### src/rtl/veggie_gfx_pkg.sv
// Shared graphics constants and types for the frame displayer / frame blitter pair.
// The frame buffer is 640x480, 8-bit pixels, addressed as y*H_RES + x.
package veggie_gfx_pkg;

   localparam int H_RES   = 640;
   localparam int V_RES   = 480;
   localparam int ADDR_W  = 19;
   localparam int COLOR_W = 8;

   typedef enum logic {
      BLIT_FILL  = 1'b0,
      BLIT_CLEAR = 1'b1
   } blit_op_t;

   typedef enum logic [1:0] {
      IDLE  = 2'd0,
      SETUP = 2'd1,
      FILL  = 2'd2,
      DONE  = 2'd3
   } blit_state_t;

   // y*640 as (y<<9)+(y<<7) so no multiplier is needed
   function automatic logic [ADDR_W-1:0] row_offset(input logic [9:0] y);
      logic [ADDR_W-1:0] y_ext;
      y_ext = ADDR_W'(y);
      return (y_ext << 9) + (y_ext << 7);
   endfunction

endpackage

### src/rtl/blit_addr_gen.sv
// Raster-order address generator for the frame blitter: col/row counters plus a row_base
// accumulator; emits one registered address per cycle while pixel_valid is high.
module blit_addr_gen
   import veggie_gfx_pkg::*;
(
   input  logic              Clk,
   input  logic              Reset_n,
   input  logic              start,
   input  logic [9:0]        x,
   input  logic [9:0]        y,
   input  logic [9:0]        w_eff,
   input  logic [9:0]        h_eff,
   output logic [ADDR_W-1:0] addr,
   output logic              pixel_valid,
   output logic              last
);

   logic [9:0]        x_q;
   logic [9:0]        w_q;
   logic [9:0]        h_q;
   logic [9:0]        col;
   logic [9:0]        row;
   logic [ADDR_W-1:0] row_base;

   logic [9:0]        w_last;
   logic [9:0]        h_last;
   logic [9:0]        col_nxt;
   logic [9:0]        row_nxt;
   logic              row_end;
   logic              final_row;
   logic [ADDR_W-1:0] next_row_base;
   logic [ADDR_W-1:0] start_base;

   assign w_last        = w_q - 10'd1;
   assign h_last        = h_q - 10'd1;
   assign col_nxt       = col + 10'd1;
   assign row_nxt       = row + 10'd1;
   assign row_end       = (col == w_last);
   assign final_row     = (row == h_last);
   assign next_row_base = row_base + ADDR_W'(H_RES);
   assign start_base    = row_offset(y);

   // addr is kept one step ahead so the write port sees a registered address every cycle
   always_ff @(posedge Clk or negedge Reset_n) begin
      if (!Reset_n) begin
         x_q         <= '0;
         w_q         <= '0;
         h_q         <= '0;
         col         <= '0;
         row         <= '0;
         row_base    <= '0;
         addr        <= '0;
         pixel_valid <= 1'b0;
         last        <= 1'b0;
      end else if (start) begin
         x_q         <= x;
         w_q         <= w_eff;
         h_q         <= h_eff;
         col         <= '0;
         row         <= '0;
         row_base    <= start_base;
         addr        <= start_base + ADDR_W'(x);
         pixel_valid <= (w_eff != 10'd0) && (h_eff != 10'd0);
         last        <= (w_eff == 10'd1) && (h_eff == 10'd1);
      end else if (pixel_valid) begin
         if (row_end) begin
            if (final_row) begin
               pixel_valid <= 1'b0;
               last        <= 1'b0;
            end else begin
               col      <= '0;
               row      <= row_nxt;
               row_base <= next_row_base;
               addr     <= next_row_base + ADDR_W'(x_q);
               last     <= (row_nxt == h_last) && (w_q == 10'd1);
            end
         end else begin
            col  <= col_nxt;
            addr <= addr + ADDR_W'(1);
            last <= (col_nxt == w_last) && final_row;
         end
      end
   end

endmodule

### src/rtl/frame_blitter.sv
// Rectangle fill / screen clear engine writing the 640x480 frame buffer one pixel per clock.
// Optional on-screen clipping is enabled by defining FRAME_BLIT_CLIP_EN.
module frame_blitter
   import veggie_gfx_pkg::*;
(
   input  logic               Clk,
   input  logic               Reset_n,
   input  logic               cmd_valid,
   output logic               cmd_ready,
   input  logic               cmd_op,
   input  logic [9:0]         cmd_x,
   input  logic [9:0]         cmd_y,
   input  logic [9:0]         cmd_w,
   input  logic [9:0]         cmd_h,
   input  logic [COLOR_W-1:0] cmd_color,
   output logic [ADDR_W-1:0]  frame_wrAddress,
   output logic [COLOR_W-1:0] frame_input,
   output logic               frame_we,
   output logic               busy,
   output logic               done
);

   blit_state_t state;
   blit_state_t next_state;

   logic [9:0] x_q;
   logic [9:0] y_q;
   logic [9:0] w_q;
   logic [9:0] h_q;
   logic [9:0] w_eff;
   logic [9:0] h_eff;
   logic       empty;
   logic       accept;
   logic       gen_start;
   logic       gen_valid;
   logic       gen_last;

   assign accept    = (state == IDLE) && cmd_valid;
   assign gen_start = (state == SETUP);
   assign empty     = (w_eff == 10'd0) || (h_eff == 10'd0);

`ifdef FRAME_BLIT_CLIP_EN
   logic [10:0] room_x;
   logic [10:0] room_y;

   assign room_x = 11'(H_RES) - {1'b0, x_q};
   assign room_y = 11'(V_RES) - {1'b0, y_q};

   // Trim the rectangle to the visible area; fully off-screen commands become empty
   always_comb begin
      w_eff = '0;
      h_eff = '0;
      if ({1'b0, x_q} < 11'(H_RES))
         w_eff = ({1'b0, w_q} < room_x) ? w_q : room_x[9:0];
      if ({1'b0, y_q} < 11'(V_RES))
         h_eff = ({1'b0, h_q} < room_y) ? h_q : room_y[9:0];
   end
`else
   assign w_eff = w_q;
   assign h_eff = h_q;
`endif

   always_ff @(posedge Clk or negedge Reset_n) begin
      if (!Reset_n) begin
         state     <= IDLE;
         busy      <= 1'b0;
         done      <= 1'b0;
         cmd_ready <= 1'b1;
      end else begin
         state     <= next_state;
         busy      <= (next_state != IDLE);
         done      <= (next_state == DONE);
         cmd_ready <= (next_state == IDLE);
      end
   end

   always_comb begin
      next_state = state;
      case (state)
         IDLE:    if (cmd_valid) next_state = SETUP;
         SETUP:   next_state = empty ? DONE : FILL;
         FILL:    if (!gen_valid || gen_last) next_state = DONE;
         DONE:    next_state = IDLE;
         default: next_state = IDLE;
      endcase
   end

   // Command fields are captured only at accept; CLEAR is just a full-screen FILL
   always_ff @(posedge Clk or negedge Reset_n) begin
      if (!Reset_n) begin
         x_q         <= '0;
         y_q         <= '0;
         w_q         <= '0;
         h_q         <= '0;
         frame_input <= '0;
      end else if (accept) begin
         frame_input <= cmd_color;
         if (blit_op_t'(cmd_op) == BLIT_CLEAR) begin
            x_q <= '0;
            y_q <= '0;
            w_q <= 10'(H_RES);
            h_q <= 10'(V_RES);
         end else begin
            x_q <= cmd_x;
            y_q <= cmd_y;
            w_q <= cmd_w;
            h_q <= cmd_h;
         end
      end
   end

   blit_addr_gen u_addr_gen (
      .Clk         (Clk),
      .Reset_n     (Reset_n),
      .start       (gen_start),
      .x           (x_q),
      .y           (y_q),
      .w_eff       (w_eff),
      .h_eff       (h_eff),
      .addr        (frame_wrAddress),
      .pixel_valid (gen_valid),
      .last        (gen_last)
   );

   assign frame_we = gen_valid;

endmodule
### config.mk
export PLATFORM = sky130hd
export DESIGN_NAME = frame_blitter
export DESIGN_NICKNAME = d
export VERILOG_FILES = /design/src/rtl/veggie_gfx_pkg.sv /design/src/rtl/blit_addr_gen.sv /design/src/rtl/frame_blitter.sv
export SDC_FILE = /design/constraint.sdc
export NUM_CORES = 1
export LEC_CHECK = 0
export CAP_MARGIN = 25
export CORE_MARGIN = 2
export CORE_UTILIZATION = 53
export DETAILED_ROUTE_END_ITERATION = 10
export PLACE_DENSITY = 0.78
export SYNTH_ARGS = -nofsm -noshare
export SYNTH_HDL_FRONTEND = slang
export SYNTH_SLANG_ARGS = --single-unit
### constraint.sdc
create_clock -name Clk -period 2.9 [get_ports Clk]
set_input_delay 0.725 -clock Clk [delete_from_list [all_inputs] [get_ports Clk]]
set_output_delay 0.725 -clock Clk [all_outputs]
set_load 0.01 [all_outputs]
==> flow_summary_export.csv, run 1 <==
group,metric,value,unit
run_status,status,"finished with violations",
run_status,violations,"negative setup slack",
setup_path,reg2reg_slack,-0.04,ns
layout,final_common_cell,"dfrtp_1",
timing,grt_setup_unrepaired,"yes",
logic_synthesis,yosysWarnings,0,
logic_synthesis,synth_cells,969,
logic_synthesis,synth-seq-area-share,38.59,%
power,irDropWorstVdd,621.2,uV
logic_synthesis,netlist_area,8822,um2
setup_path,crit_required,3.20,ns
drt,final_antenna_net_count,0,
timing,drv_slew,0,
setup_path,cpPeakStageDelay,0.43,ns
setup_path,arrival,3.24,ns
cts,path_clk_slew,0.06,ns
floorplanning,rows,47,
drt,dr.pass1.iters,5,
power,pwr-share-seq,28.0,%
timing,final-setup-viol-count,1,
layout,final_util,69.92,%
power,comb_power_share,54.1,%
layout,areaGrowthSynthToFinish,30.04,%
setup_path,worst_path_max_delay_cell,"or3b_4",
logic_synthesis,synth.distinct_cells,72,
power,p_total,12.33,mW
floorplanning,fp.dieH,133.0,um
timing,skew,0.008055,ns
cts,numCtsBuffers,17,
logic_synthesis,ys_ff_latch,136,
placement,pre_cts_slack,-0.03675,ns
layout,final_area,11470,um2
drt,drt_wl_total,24540,um
timing,post-route-worst-setup-slack,-0.04311,ns
cts,tritoncts,"done",
cts,clkSinkCount,136,
logic_synthesis,async_reset_ff_share,100.0,%
logic_synthesis,syn_area_per_cell,9.104,um2
power,p_int,7.120,mW
layout,fin_cells,1328,
global_route,grt.total_usage,26.35,%
timing,hold_viol,0,
global_route,grt-ovfl-total,0,
worst_hold_path,hold_class,"input pin to asynchronous set/reset pin",
timing,hold_slack,0.2751,ns
layout,antennaDiodeCount,0,
layout,layout_common_cells,"dfrtp_1, nand2_1, clkdlybuf4s50_1",
floorplanning,die_w,133.0,um
logic_synthesis,synth_ff_type,"dfrtp_1",
cts,h-tree-depth,4,
timing,fin_crit,2.943,ns
setup_path,cpLargestDelayFamily,"simple AND/OR/NAND/NOR gates",
timing,min_period_over_period,101.5,%
layout,fill_cells,1150,
setup_path,worstPathMaxFanout,7,
logic_synthesis,synth_edf_count,0,
timing,fmax,339.8,MHz
timing,tightest_slew,0.7889,ns
setup_path,crit_chain,"inv_2 > ha_4 > or3b_4 > xnor2_2 > nand4b_1 > a211o_1 > or2_4 > buf_12 > nor4_4 > xnor2_1 > mux2i_1",
power,total_leakage_power,4.771,nW
logic_synthesis,synth.top_cells.by_area,"dfrtp_1, xnor2_1, nand2_1",
run,drv_cap,0,
global_route,grt_max_degree,70,
cts,cts.path.max_buffers,2,
setup_path,r2r_start,"u_addr_gen.w_q[1]$_DFFE_PN0P_",
placement,post-place-cells,1275,
layout,drive_above_1_share,20.04,%
drt,via_count,7825,
setup_path,ff2ff_path_depth,11,
floorplanning,start_util,53.77,%
cts,cts-root-buf,"clkbuf_16",
drt,drcViolationCount,0,
global_route,grt_antenna_before_repair,0,
drt,drt_iter0_markers,566,
global_route,grt_pass1_wl,37130,um
setup_path,cp_num_buf_inv,2,
setup_path,critPathCaptureType,"flip-flop",
logic_synthesis,synth_fp_nets,1049,
power,cellPowerDensity,1075,nW/um2
power,power_frac_clock,18.0,%
layout,nNetsFinal,1175,
power,p_sw_share,42.26,%
global_route,grt_pass1_vias,7400,
setup_path,path_depth,11,
power,power.switching,5.211,mW
logic_synthesis,yosysTopAreaCellShare,38.29,%
cts,clk_latency,0.43,ns
setup_path,cp-start-kind,"flip-flop",
setup_path,critical_path_class,"flip-flop to flip-flop",
drt,vias_per_cell,5.892,
floorplanning,dieArea,17690,um2
floorplanning,coreArea,16410,um2
timing,relSlewSlack,47.41,%
placement,gp_congestion,0.9401,
timing,setup_tns,-0.04311,ns
placement,dp_hpwl,16280,um
placement,io_buffers,82,
drt,avgRoutedWirePerCell,18.48,um
placement,place_area,10230,um2
floorplanning,num_io_pins,83,
setup_path,r2r-end,"u_addr_gen.row_base[16]$_DFFE_PN0P_",
logic_synthesis,yosys.area.top_type,"dfrtp_1",
## state kept, by name, summed over array words and instances (netlist names), 2 cells and up
register             cells
u_addr_gen.addr         19
u_addr_gen.row_base     12
h_eff                   10
u_addr_gen.col          10
u_addr_gen.h_q          10
u_addr_gen.row          10
u_addr_gen.w_q          10
u_addr_gen.x_q          10
w_eff                   10
x_q                     10
y_q                     10
frame_input              8
state                    2
## routing by layer
layer  routed length [um]  track usage, %  vias to the layer above
met5                    0               0                        -
met4                  657           8.781                        0
met3                 1736           5.326                       62
met2                11710           42.29                      338
met1                10430           35.87                     3768
li1                     -               -                     3657
## worst reg2reg max path, stage by stage (launching register included)
cell and delay, ns:
dfrtp_1 0.40, inv_2 0.10, ha_4 0.13, or3b_4 0.43, xnor2_2 0.16, nand4b_1 0.18
a211o_1 0.32, or2_4 0.34, buf_12 0.17, nor4_4 0.28, xnor2_1 0.18, mux2i_1 0.12
## area by class of cell
class                           instances  area, um2  area share [%]
Timing Repair Buffer                  166       1663           14.49
Clock buffer                           18      439.2           3.828
Tap cell                              220      275.3           2.399
Inverter                               23      86.33          0.7525
Sequential cell                       136       3405           29.68
Clock inverter                         14      161.4           1.407
Multi-Input combinational cell        751       5443           47.44
## cell families (layout without fill, tap and decap cells)
group,Yosys count,after routing,synth area share [%]
AO/OA/AOI/OAI,185,185,13.73
XOR/XNOR,120,120,12.07
adder cells (fa/ha/maj),28,28,4.141
buffers and inverters,82,221,3.886
flip-flops,136,136,38.59
multiplexers,48,48,5.942
other,1,1,0.04251
AND/OR/NAND/NOR,369,369,21.60
## what timing repair did
item,4_1_cts,5_1_grt
hold buffers,0,0
setup buffers,0,16
cloned,0,5
setup endpoints to repair,17,46
resized for setup,2,80
pin swaps,1,44
## power groups by stage
stage                     logic (mW)  clock network [mW]  registers [mW]
after floorplan                 3.92                   0            3.24
after global placement          5.74                   0            3.38
after global routing            7.19                2.32            3.53
after CTS                       5.98                2.23            3.40
after detailed placement        5.90                   0            3.41
final                           6.67                2.22            3.45
## Yosys cell counts (all sizes together), types with 7 or more instances
library cell / instances
nand4: 9
mux2i: 13
clkbuf: 44
nor3: 27
a21oi: 18
nor2b: 7
mux2: 35
buf: 15
a221o: 10
nor2: 73
nor4: 19
nand2: 108
o21ai: 87
dfrtp: 135
xnor2: 78
a211oi: 12
ha: 26
or2: 8
inv: 23
and3: 10
or3: 8
nand2b: 40
xor2: 41
nand3: 30
## worst max path at each step
stage,startpoint,to
3_5_place_dp,u_addr_gen.w_q[0]$_DFFE_PN0P_,u_addr_gen.row_base[16]$_DFFE_PN0P_
5_1_grt,u_addr_gen.h_q[1]$_DFFE_PN0P_,u_addr_gen.addr[15]$_DFFE_PN0P_
6_report,u_addr_gen.w_q[1]$_DFFE_PN0P_,u_addr_gen.row_base[16]$_DFFE_PN0P_
4_1_cts,u_addr_gen.w_q[1]$_DFFE_PN0P_,u_addr_gen.col[7]$_DFFE_PN0P_
2_1_floorplan,u_addr_gen.w_q[0]$_DFFE_PN0P_,u_addr_gen.row[9]$_DFFE_PN0P_
3_3_place_gp,u_addr_gen.w_q[0]$_DFFE_PN0P_,u_addr_gen.addr[14]$_DFFE_PN0P_
Note: power is estimated with default switching activity, not from simulation.
==> run 2, diff against run 1 <==
--- a/config.mk
+++ b/config.mk
@@ -9,6 +9,7 @@
 export CORE_MARGIN = 2
 export CORE_UTILIZATION = 53
 export DETAILED_ROUTE_END_ITERATION = 10
+export GPL_TIMING_DRIVEN = 0
 export PLACE_DENSITY = 0.78
 export SYNTH_ARGS = -nofsm -noshare
 export SYNTH_HDL_FRONTEND = slang
==> run 2 against run 1 <==
The flow still finishes with violations (negative setup slack). Via count up 1.1%. Count of clock-buffer cells in the layout up 3. Flip-flop and latch count unchanged. Maximum frequency down 3.2%. First-iteration DRC count up 31%. Register-to-register slack worse by 0.097 ns. Non-clock buffer count unchanged. Cell area down 1.8%. Clock power down 12%. Die area unchanged. Largest cell class unchanged.
==> flow_summary_export.csv, run 2 (same netlist as run 1, synthesis figures left out) <==
group,metric,value,unit
global_route,grt.total_usage,28.02,%
layout,drive_above_1_share,17.87,%
layout,final_common_cell,"dfrtp_1",
run_status,status,"finished with violations",
power,cellPowerDensity,1065,nW/um2
floorplanning,rows,47,
global_route,grt_antenna_before_repair,1,
floorplanning,num_io_pins,83,
setup_path,crit_chain,"buf_4 > or4_4 > o21ai_4 > a32oi_2 > a211o_1 > or2_1 > buf_6 > o21ai_4 > buf_6 > a211oi_2 > a221o_1",
setup_path,cpPeakStageDelay,0.56,ns
global_route,grt_max_degree,83,
timing,hold_viol,0,
setup_path,worstPathMaxFanout,6,
setup_path,critPathCaptureType,"flip-flop",
setup_path,ff2ff_path_depth,11,
layout,reg.largest.list,"u_addr_gen.addr x19, u_addr_gen.row_base x12",
layout,largest_reg_flops,19,
floorplanning,coreArea,16410,um2
run_status,violations,"negative setup slack",
cts,path_clk_slew,0.06,ns
floorplanning,dieArea,17690,um2
floorplanning,start_util,53.77,%
layout,layout_common_cells,"dfrtp_1, nand2_1, clkdlybuf4s50_1",
global_route,grt_pass1_wl,39390,um
layout,nNetsFinal,1175,
cts,numCtsBuffers,17,
cts,tritoncts,"done",
drt,avgRoutedWirePerCell,19.04,um
timing,grt_setup_unrepaired,"yes",
cts,cts-root-buf,"clkbuf_16",
power,irDropWorstVdd,614.2,uV
drt,vias_per_cell,5.959,
setup_path,crit_required,3.20,ns
drt,drt_iter0_markers,743,
setup_path,arrival,3.34,ns
cts,clk_latency,0.42,ns
drt,drt_wl_total,25290,um
timing,fin_crit,3.040,ns
floorplanning,die_w,133.0,um
placement,gp_congestion,0.9249,
cts,cts.path.max_buffers,2,
cts,h-tree-depth,4,
drt,final_antenna_net_count,0,
run,drv_cap,0,
timing,min_period_over_period,104.8,%
timing,post-route-worst-setup-slack,-0.1404,ns
timing,tightest_slew,0.8399,ns
drt,via_count,7913,
placement,dp_hpwl,17060,um
power,p_total,12.00,mW
setup_path,critical_path_class,"flip-flop to flip-flop",
timing,skew,0.007959,ns
worst_hold_path,hold_class,"input pin to asynchronous set/reset pin",
layout,largest_register,"u_addr_gen.addr",
drt,drcViolationCount,0,
floorplanning,fp.dieH,133.0,um
setup_path,worst_path_max_delay_cell,"or4_4",
layout,final_area,11270,um2
timing,drv_slew,0,
timing,relSlewSlack,44.00,%
timing,hold_slack,0.2473,ns
placement,io_buffers,81,
timing,final-setup-viol-count,40,
global_route,grt_pass1_vias,7733,
layout,areaGrowthSynthToFinish,27.73,%
global_route,grt-ovfl-total,0,
layout,antennaDiodeCount,0,
placement,pre_cts_slack,-0.3788,ns
power,total_leakage_power,4.576,nW
cts,clkSinkCount,136,
placement,place_area,9937,um2
setup_path,cp-start-kind,"flip-flop",
timing,fmax,328.9,MHz
drt,dr.pass1.iters,7,
## run 2: path summary, 6_finish.rpt
| check | startpoint | slack [ns] | endpoint |
|---|---|---|---|
| min reg2reg | x_q[1]$_DFFE_PN0P_ | 0.51 | x_q[1]$_DFFE_PN0P_ |
| max | u_addr_gen.w_q[0]$_DFFE_PN0P_ | -0.14 | u_addr_gen.addr[6]$_DFFE_PN0P_ |
| min in group Clk | x_q[1]$_DFFE_PN0P_ | 0.51 | x_q[1]$_DFFE_PN0P_ |
| max reg2reg | u_addr_gen.w_q[0]$_DFFE_PN0P_ | -0.14 | u_addr_gen.addr[6]$_DFFE_PN0P_ |
| min | Reset_n | 0.25 | frame_input[2]$_DFFE_PN0P_ |
| max in group asynchronous | Reset_n | 1.86 | u_addr_gen.row[7]$_DFFE_PN0P_ |
## run 2: worst max-delay path: cells and delay by family, from the launching register on
family | cells | cell delay [ns]
AND/OR/NAND/NOR | 2 | 0.81
buffers and inverters | 3 | 0.46
flip-flops | 1 | 0.43
AO/OA/AOI/OAI | 6 | 1.21
## run 2: where the power goes
| group | internal [mW] | switching, mW | leakage (nW) |
|---|---|---|---|
| combinational | 3.00 | 3.58 | 2.58 |
| clock | 1.11 | 0.848 | 0.253 |
| sequential | 2.62 | 0.831 | 1.74 |
## run 2: routing by layer
metal | global-route usage, % | vias to the layer above | routed length, um
met5 | 0 | - | 0
met4 | 10.33 | 0 | 772
met3 | 6.207 | 68 | 1965
met2 | 45.14 | 374 | 12070
met1 | 37.25 | 3821 | 10480
li1 | - | 3650 | -
## run 2: repair_timing
action                                  in CTS  in global routing
hold buffers                                 0                  0
buffers inserted                            18                  9
endpoints found under the setup margin      53                 52
cloned                                       1                  1
resized for setup                           54                 73
pin swaps                                   27                 21
## run 2: through the flow
step | std cells | utilization, % | setup TNS, ns
floorplan | 969 | - | 0
global placement | 1270 | 60.39 | -597.07
detailed placement | 1271 | 60.57 | -11.97
CTS | 1322 | 66.25 | -0.1040
global route | 1328 | 68.68 | -4.562
finish | 1328 | 68.68 | -2.407
## run 2: cell type report
class / count / area [um2]
Buffer: 55 / 311.5
Inverter: 23 / 86.33
Clock buffer: 21 / 450.4
Sequential cell: 136 / 3413
Clock inverter: 11 / 77.57
Timing Repair Buffer: 111 / 1094
Fill cell: 1173 / 5139
Multi-Input combinational cell: 751 / 5560
Tap cell: 220 / 275.3
==> run 3, diff against run 2 <==
--- a/config.mk
+++ b/config.mk
@@ -10,6 +10,7 @@
 export CORE_UTILIZATION = 53
 export DETAILED_ROUTE_END_ITERATION = 10
 export GPL_TIMING_DRIVEN = 0
+export MAX_ROUTING_LAYER = met4
 export PLACE_DENSITY = 0.78
 export SYNTH_ARGS = -nofsm -noshare
 export SYNTH_HDL_FRONTEND = slang
==> run 3 against run 2 <==
The run still ends with negative setup slack left. Worst setup slack lost 0.057 ns. Wire length grew 7.9%. Non-clock buffer count grew 6. Flip-flop and latch count is the same. Count of clock-buffer cells in the layout shrank 2. Cell area grew 3.2%. Critical endpoint is now u_addr_gen.addr[17]$_DFFE_PN0P_. Largest cell class unchanged. Highest routed layer unchanged.
==> flow_summary_export.csv, run 3 (same netlist as run 1, synthesis figures left out) <==
group,metric,value,unit
floorplanning,die_w,133.0,um
floorplanning,rows,47,
cts,h-tree-depth,4,
placement,gp_congestion,0.9701,
run,drv_cap,0,
cts,clk_latency,0.44,ns
drt,avgRoutedWirePerCell,20.45,um
setup_path,arrival,3.41,ns
layout,largest_register,"u_addr_gen.addr",
cts,clkSinkCount,136,
global_route,grt-ovfl-total,0,
cts,cts-root-buf,"clkbuf_16",
placement,post-place-cells,1271,
setup_path,cp_num_buf_inv,3,
global_route,grt_pass1_wl,39590,um
timing,drv_slew,0,
global_route,grt.total_usage,29.04,%
cts,cts.path.max_buffers,2,
power,p_total,12.57,mW
layout,antennaDiodeCount,0,
placement,pre_cts_slack,-0.4518,ns
power,total_leakage_power,4.742,nW
timing,tightest_slew,0.7817,ns
layout,layout_common_cells,"dfrtp_1, nand2_1, clkdlybuf4s50_1",
drt,dr.pass1.iters,5,
drt,vias_per_cell,6.205,
layout,areaGrowthSynthToFinish,31.87,%
setup_path,crit_required,3.22,ns
layout,drive_above_1_share,19.93,%
setup_path,critPathCaptureType,"flip-flop",
setup_path,cpLargestDelayFamily,"simple AND/OR/NAND/NOR gates",
setup_path,cpMostUsedCell,"buf_12",
setup_path,worstPathMaxFanout,5,
cts,path_clk_slew,0.07,ns
run_status,violations,"negative setup slack",
cts,numCtsBuffers,17,
drt,final_antenna_net_count,0,
worst_hold_path,hold_class,"input pin to asynchronous set/reset pin",
setup_path,cp-start-kind,"flip-flop",
setup_path,crit_chain,"inv_2 > ha_4 > or3b_4 > xnor2_2 > nand4b_1 > a211o_1 > or2_4 > buf_12 > buf_12 > nor2_4 > nand2_1 > a32o_2",
timing,hold_viol,0,
power,cellPowerDensity,1080,nW/um2
layout,nNetsFinal,1181,
timing,fmax,322.9,MHz
timing,post-route-worst-setup-slack,-0.1973,ns
layout,final_common_cell,"dfrtp_1",
global_route,grt_pass1_vias,7814,
global_route,grt_max_degree,77,
run_status,status,"finished with violations",
drt,drt_wl_total,27280,um
timing,min_period_over_period,106.8,%
layout,largest_reg_flops,19,
floorplanning,num_io_pins,83,
cts,tritoncts,"done",
timing,fin_crit,3.097,ns
floorplanning,dieArea,17690,um2
drt,drt_iter0_markers,762,
floorplanning,coreArea,16410,um2
timing,final-setup-viol-count,49,
layout,fill_cells,1078,
setup_path,critical_path_class,"flip-flop to flip-flop",
timing,relSlewSlack,47.89,%
timing,hold_slack,0.3288,ns
setup_path,cpPeakStageDelay,0.43,ns
power,irDropWorstVdd,651.6,uV
drt,via_count,8278,
floorplanning,start_util,53.77,%
drt,drcViolationCount,0,
layout,fin_cells,1334,
placement,io_buffers,81,
cts,hold_buffers,0,
timing,skew,0.01287,ns
setup_path,worst_path_max_delay_cell,"or3b_4",
placement,dp_hpwl,17270,um
timing,grt_setup_unrepaired,"yes",
global_route,grt_antenna_before_repair,0,
layout,reg.largest.list,"u_addr_gen.addr x19, u_addr_gen.row_base x12",
floorplanning,fp.dieH,133.0,um
[run 3: cell types whose count changed in the layout (fill, tap and decap cells not counted), moves of 3 or more]
cell       previous run  this run
a22oi_2               1         4
buf_12                3         7
bufinv_16             0         3
nor3_4                4        11
clkbuf_16            18        24
a22oi_1               4         1
inv_6                 1         4
nor3_2                7         1
clkbuf_1             42        39
buf_6                 9         6
[run 3: report_power, final]
part | internal [mW] | leakage (nW) | switching (mW)
sequential | 2.63 | 1.74 | 0.875
clock | 1.38 | 0.295 | 0.893
combinational | 3.06 | 2.71 | 3.73
total | 7.07 | 4.74 | 5.50
[run 3: per-layer routing]
layer / global-route usage (%) / up-vias / wire [um]
li1: - / 3682 / -
met1: 37.24 / 3970 / 10520
met2: 44.96 / 490 / 12810
met3: 7.011 / 136 / 2544
met4: 10.57 / 0 / 1410
met5: - / - / 0
[run 3: layout make-up]
cell class                 count  area, um2  share of cell area [%]
clock buffer                  19      442.9                   3.807
timing repair buffer         119       1255                   10.79
buffer                        53      337.8                   2.904
clock inverter                13      167.7                   1.441
sequential                   136       3415                   29.35
multi-input combinational    751       5654                   48.60
tap                          220      275.3                   2.366
inverter                      23      86.33                  0.7421
[run 3: timing repair]
item,in CTS,in global routing
gates resized for setup,49,108
cloned,0,7
pin swaps,17,51
setup buffers,15,15
setup endpoints to repair,53,51
[run 3: final timing paths]
path                                               start                             endpoint  slack (ns)  cells after the start
max reg2reg                u_addr_gen.w_q[1]$_DFFE_PN0P_      u_addr_gen.addr[17]$_DFFE_PN0P_       -0.20                     12
max                        u_addr_gen.w_q[1]$_DFFE_PN0P_      u_addr_gen.addr[17]$_DFFE_PN0P_       -0.20                     12
max in group asynchronous                        Reset_n  u_addr_gen.row_base[18]$_DFFE_PN0P_        1.81                      2
min in group Clk              frame_input[6]$_DFFE_PN0P_           frame_input[6]$_DFFE_PN0P_        0.50                      1
min                                              Reset_n           frame_input[2]$_DFFE_PN0P_        0.33                      1
min reg2reg                   frame_input[6]$_DFFE_PN0P_           frame_input[6]$_DFFE_PN0P_        0.50                      1
[run 3: metrics by stage]
step,instance area [um2],setup TNS (ns),utilization (%)
finish,11630,-4.262,70.91
floorplan,8822,0,-
global route,11630,-6.559,70.91
detailed placement,9937,-13.75,60.57
global placement,9908,-592.21,60.39
CTS,10880,-0.09700,66.29
[run 3: worst register-to-register path: cells and delay by family, from the launching register on]
| kind | cells | cell delay [ns] |
|---|---|---|
| adder cells (fa/ha/maj) | 1 | 0.13 |
| AO/OA/AOI/OAI | 2 | 0.63 |
| buffers and inverters | 3 | 0.38 |
| XOR/XNOR | 1 | 0.18 |
| flip-flops | 1 | 0.41 |
| AND/OR/NAND/NOR | 5 | 1.24 |
